### src/rtl/nibble_add_scheduler.sv
// Two-requester wide adder that time-shares one 4-bit adder slice, one nibble per cycle,
// LSB nibble first, with round-robin arbitration and a single tagged response channel.
module nibble_add_scheduler #(
    parameter int WORDS = 4
) (
    input  logic                 clk,
    input  logic                 rst_n,
    input  logic                 req0_valid,
    output logic                 req0_ready,
    input  logic [4*WORDS-1:0]   req0_a,
    input  logic [4*WORDS-1:0]   req0_b,
    input  logic                 req0_cin,
    input  logic                 req1_valid,
    output logic                 req1_ready,
    input  logic [4*WORDS-1:0]   req1_a,
    input  logic [4*WORDS-1:0]   req1_b,
    input  logic                 req1_cin,
    output logic                 rsp_valid,
    input  logic                 rsp_ready,
    output logic [4*WORDS-1:0]   rsp_sum,
    output logic                 rsp_cout,
    output logic                 rsp_id,
    output logic                 busy
);

    localparam int W   = 4 * WORDS;
    localparam int K_W = (WORDS > 1) ? $clog2(WORDS) : 1;
    localparam logic [K_W-1:0] K_LAST = K_W'(WORDS - 1);

    typedef enum logic [1:0] {IDLE, ADD, DONE} state_t;

    state_t         state;
    state_t         state_next;
    logic [K_W-1:0] k;
    logic [W-1:0]   a_q;
    logic [W-1:0]   b_q;
    logic [W-1:0]   sum_q;
    logic           carry_q;
    logic           id_q;
    logic           last_grant;

    logic           grant_sel;
    logic           accept;
    logic [3:0]     a_nib;
    logic [3:0]     b_nib;
    logic [3:0]     s_nib;
    logic           c_nib;

    // Round-robin: on a tie the requester that did not win last time is chosen.
    always_comb begin
        grant_sel = (req0_valid && req1_valid) ? ~last_grant : req1_valid;
        accept    = (state == IDLE) && rst_n && (req0_valid || req1_valid);
    end

    always_ff @(posedge clk or negedge rst_n) begin
        if (!rst_n) begin
            state <= IDLE;
        end else begin
            state <= state_next;
        end
    end

    always_comb begin
        state_next = state;
        case (state)
            IDLE:    if (accept) state_next = ADD;
            ADD:     if (k == K_LAST) state_next = DONE;
            DONE:    if (rsp_ready) state_next = IDLE;
            default: state_next = IDLE;
        endcase
    end

    always_comb begin
        req0_ready = accept && !grant_sel;
        req1_ready = accept && grant_sel;
        rsp_valid  = (state == DONE);
        busy       = (state != IDLE);
        rsp_sum    = sum_q;
        rsp_cout   = carry_q;
        rsp_id     = id_q;
    end

    // The single shared 4-bit slice, fed by the nibble selected by k.
    always_comb begin
        a_nib = '0;
        b_nib = '0;
        for (int i = 0; i < WORDS; i++) begin
            if (k == K_W'(i)) begin
                a_nib = a_q[4*i +: 4];
                b_nib = b_q[4*i +: 4];
            end
        end
        {c_nib, s_nib} = {1'b0, a_nib} + {1'b0, b_nib} + {4'b0000, carry_q};
    end

    always_ff @(posedge clk or negedge rst_n) begin
        if (!rst_n) begin
            a_q        <= '0;
            b_q        <= '0;
            sum_q      <= '0;
            carry_q    <= 1'b0;
            id_q       <= 1'b0;
            last_grant <= 1'b1;
            k          <= '0;
        end else if (accept) begin
            a_q        <= grant_sel ? req1_a : req0_a;
            b_q        <= grant_sel ? req1_b : req0_b;
            carry_q    <= grant_sel ? req1_cin : req0_cin;
            id_q       <= grant_sel;
            last_grant <= grant_sel;
            k          <= '0;
        end else if (state == ADD) begin
            carry_q <= c_nib;
            for (int i = 0; i < WORDS; i++) begin
                if (k == K_W'(i)) begin
                    sum_q[4*i +: 4] <= s_nib;
                end
            end
            k <= (k == K_LAST) ? '0 : k + K_W'(1);
        end
    end

endmodule

### config.mk
export PLATFORM = sky130hd
export DESIGN_NAME = nibble_add_scheduler
export DESIGN_NICKNAME = d
export VERILOG_FILES = /design/src/rtl/nibble_add_scheduler.sv
export SDC_FILE = /design/constraint.sdc
export NUM_CORES = 1
export LEC_CHECK = 0
export ABC_AREA = 1
export CAP_MARGIN = 30
export CORE_MARGIN = 5
export CORE_UTILIZATION = 30
export CTS_CLUSTER_DIAMETER = 80
export DETAILED_ROUTE_END_ITERATION = 12
export PLACE_DENSITY = 0.61
export SLEW_MARGIN = 10
export SYNTH_ARGS = -nofsm -noshare
export SYNTH_HDL_FRONTEND = slang
export SYNTH_SLANG_ARGS = --single-unit
### constraint.sdc
create_clock -name clk -period 5.5 [get_ports clk]
set_input_delay 1.1 -clock clk [delete_from_list [all_inputs] [get_ports clk]]
set_output_delay 1.1 -clock clk [all_outputs]
set_load 0.02 [all_outputs]
==> metrics.md <==
| Metric | Value |
|---|---|
| Status | finished, final reports clean |
| Synth top area share | 47.8% |
| Top cells by count, synth | nand2_1, dfrtp_1, nand3_1 |
| Peak supply drop | 0.179 mV |
| GPL Wtd Cong | 0.834 |
| # resized after CTS | 0 |
| Post-Layout Cell Count | 560 |
| DIE AREA | 0.0115 mm2 |
| Setup_tns | 0 ns |
| Slowest CP cell | clkdlybuf4s50_1 |
| Maxcap violations | 0 |
| Worst slew margin | 53.5% |
| RSZ-0062 raised after global routing | no |
| Setup Fix Bufs, Post-CTS | 0 |
| Bufs and invs on worst path | 3 |
| DRT antenna net count | 0 |
| Fraction of registers with async set/reset | 100% |
| Post-synthesis sequential area ratio | 48.8% |
| Worst setup SP type | input port |
| Vias post-DR | 2573 |
| WP data required | 4.40 ns |
| Final period utilization | 76.4% |
| Share of cells above drive strength 1 | 4.90% |
| Pre-antenna DRT Iters | 4 |
| Initial antenna violation count | 0 |
| Dpl cell area | 0.00381 mm2 |
| Max clock buf depth | 2 |
| Aggregate global-route resource usage | 13.6% |
| Cell family with most CP delay | buffers and inverters |
| Critical R2R Launch | k[1] |
| Die Wd | 107 um |
| CP Cell Sequence | clkdlybuf4s50_1 -> nor2_2 -> nor2_4 -> nand2_4 -> nor2_4 -> buf_4 -> clkdlybuf4s50_1 |
| Routed len/inst | 13.1 um |
| I/O Buffers | 92 |
| Num rows | 35 |
| Clk sinks | 55 |
| CTS Buf Count | 5 |
| Routed Wire Length | 7.32 mm |
| Most common cell in the netlist | nand2_1 |
| Synthesized area | 0.00283 mm2 |
| TritonCTS clock tree | done |
| Initial Utilization | 30.7% |
| Dpl cells | 552 |
| HP Class | reg -> reg |
| Worst Hold Launch | rsp_sum[14] |
| Via density | 4.59 |
| Antenna cells | 0 |
| Final #Nets | 528 |
| Mapped Cells | 360 |
| Min cycle time layout | 4.20 ns |
| CP Capture Type | output port |
| R2r setup slk | 2.61 ns |
| FF+latch count, synth | 55 |
| Filler cells | 961 |
| Main area contributors after synthesis | dfrtp_1, nand2_1, nand3_1 |
| Hold Worst Slack | 0.491 ns |
| Crit path largest cell delay | 0.68 ns |
| CP max FO | 33 |
| Htree depth | 2 |
| Post-synth EDFFs | 0 |
| DRC | 0 |
| Total grt overflow | 0 |
| Worst R2R End | rsp_sum[6] |
| Clock Skew | 0.0133 ns |
| CP startpoint | req1_valid |
| CTS Hold Buffers Added | 0 |
| Post-synth net total | 440 |
| Largest net degree at the start of global routing | 57 |
| Hold path depth | 2 |
| DR iter-0 viols | 143 |
| First-pass GRT wire length | 12.8 mm |
| Fin. Hold Viols | 0 |
| Cells on worst reg2reg path | 12 |
| Synth unique cells | 23 |
| Worst slew pin tran | 0.698 ns |
| Final setup vio count | 0 |
| HPWL after DPL | 5.72 mm |
| PD cells | 537 mW/mm2 |
| Synth-to-layout area growth | 39.1% |
| Max Clk Rate | 238 MHz |
| CTS root buf | clkbuf_8 |
| I/O pin count | 93 |
| Area leader, netlist | dfrtp_1 |
| Die height | 107 um |
| Clk slew on worst S/H paths | 0.10 ns |
| Avg Cell Area, Syn | 7.85 um2 |
| Slew Viols, Final | 0 |
| Synth Flop Type | dfrtp_1 |
| Worst min-delay path endpoint | rsp_sum[14] |
| CP arrival | 3.10 ns |
| Critical path type | in -> out |
| Post-route cell area | 0.00393 mm2 |
| Leakage | 1.83 nW |
| Worst-Skew Late Latency | 0.31 ns |
| Vias in the first global route | 2725 |
| Core Area | 0.00920 mm2 |
| Synth warn | 0 |
## logic make-up after synthesis
group / after synthesis / share of synthesized area (%)
buffers and inverters: 31 / 5.45
adders and majority gates: 9 / 4.52
AOI/OAI and AO/OA: 40 / 7.17
and+or+nand+nor: 224 / 33.8
DFF: 55 / 48.8
xor gates and xnor gates: 1 / 0.310
## worst register-to-register path: stages (launching register included)
cell and delay (ns):
dfrtp_1 0.42, inv_1 0.11, ha_1 0.42, inv_1 0.19
nand3_1 0.10, nand2_1 0.06, o21ai_0 0.10, a21oi_1 0.12
fa_1 0.42, fa_1 0.41, xor2_1 0.31, nand2_1 0.09
nand2_1 0.08
## final cells by class
type	instances	area [um2]	area share [%]
Sequential cell	55	1380	35.1
Tap cell	111	139	3.53
Multi-Input combinational cell	274	1290	32.9
Timing Repair Buffer	95	938	23.9
Clock inverter	2	35.0	0.891
Inverter	17	63.8	1.62
Clock buffer	6	82.6	2.10
## cell usage in the layout, fill, tap and decap left out, types with 2 or more instances in the layout
| cell | netlist | layout |
|---|---|---|
| buf_4 | 6 | 3 |
| nand2_1 | 156 | 156 |
| inv_1 | 16 | 16 |
| nor2_1 | 14 | 14 |
| clkbuf_8 | 0 | 6 |
| clkdlybuf4s50_1 | 0 | 91 |
| fa_1 | 2 | 2 |
| ha_1 | 7 | 7 |
| dfrtp_1 | 54 | 54 |
| nor2_4 | 3 | 3 |
| o21ai_0 | 21 | 21 |
| nand3_1 | 45 | 45 |
| a21oi_1 | 18 | 18 |
| nand2_2 | 2 | 2 |
## power by group
group / total [W] / internal (W) / switching, W
combinational: 0.00113 / 0.000452 / 0.000674
clock: 0.000278 / 0.000148 / 0.000130
sequential: 0.000709 / 0.000595 / 0.000113
total: 0.00211 / 0.00119 / 0.000917
## state kept, by name, indices dropped and copies added (netlist names)
signal	flops
a_q	16
rsp_cout	1
state	2
k	2
b_q	16
rsp_sum	16
last_grant	1
rsp_id	1
## metal layers
| layer | wire length, um | part of all wire, % | track usage [%] | up-vias |
|---|---|---|---|---|
| li1 | - | - | - | 1326 |
| met1 | 3320 | 45 | 17.3 | 1175 |
| met2 | 3520 | 48 | 23.6 | 67 |
| met3 | 413 | 5.6 | 2.95 | 5 |
| met4 | 59 | 0.81 | 2.74 | 0 |
| met5 | 0 | 0 | 0 | - |
## metrics by stage
step           util [%]  setup slack, ns  total power (W)
2_1_floorplan         -             2.73          0.00145
3_3_place_gp       41.5             1.32          0.00183
3_5_place_dp       41.5             1.29          0.00185
4_1_cts            42.7             1.28          0.00214
6_report           42.7             1.30          0.00211
5_1_grt            42.7             1.19          0.00233
## worst max-delay path by stage
stage	endpoint	slack (ns)	depth (start not counted)
6_report	req1_ready	1.30	7
2_1_floorplan	req1_ready	2.73	5
4_1_cts	req1_ready	1.28	7
3_3_place_gp	req1_ready	1.32	7
5_1_grt	req1_ready	1.19	7
3_5_place_dp	req1_ready	1.29	7
Note: power is estimated with default switching activity, not from simulation.
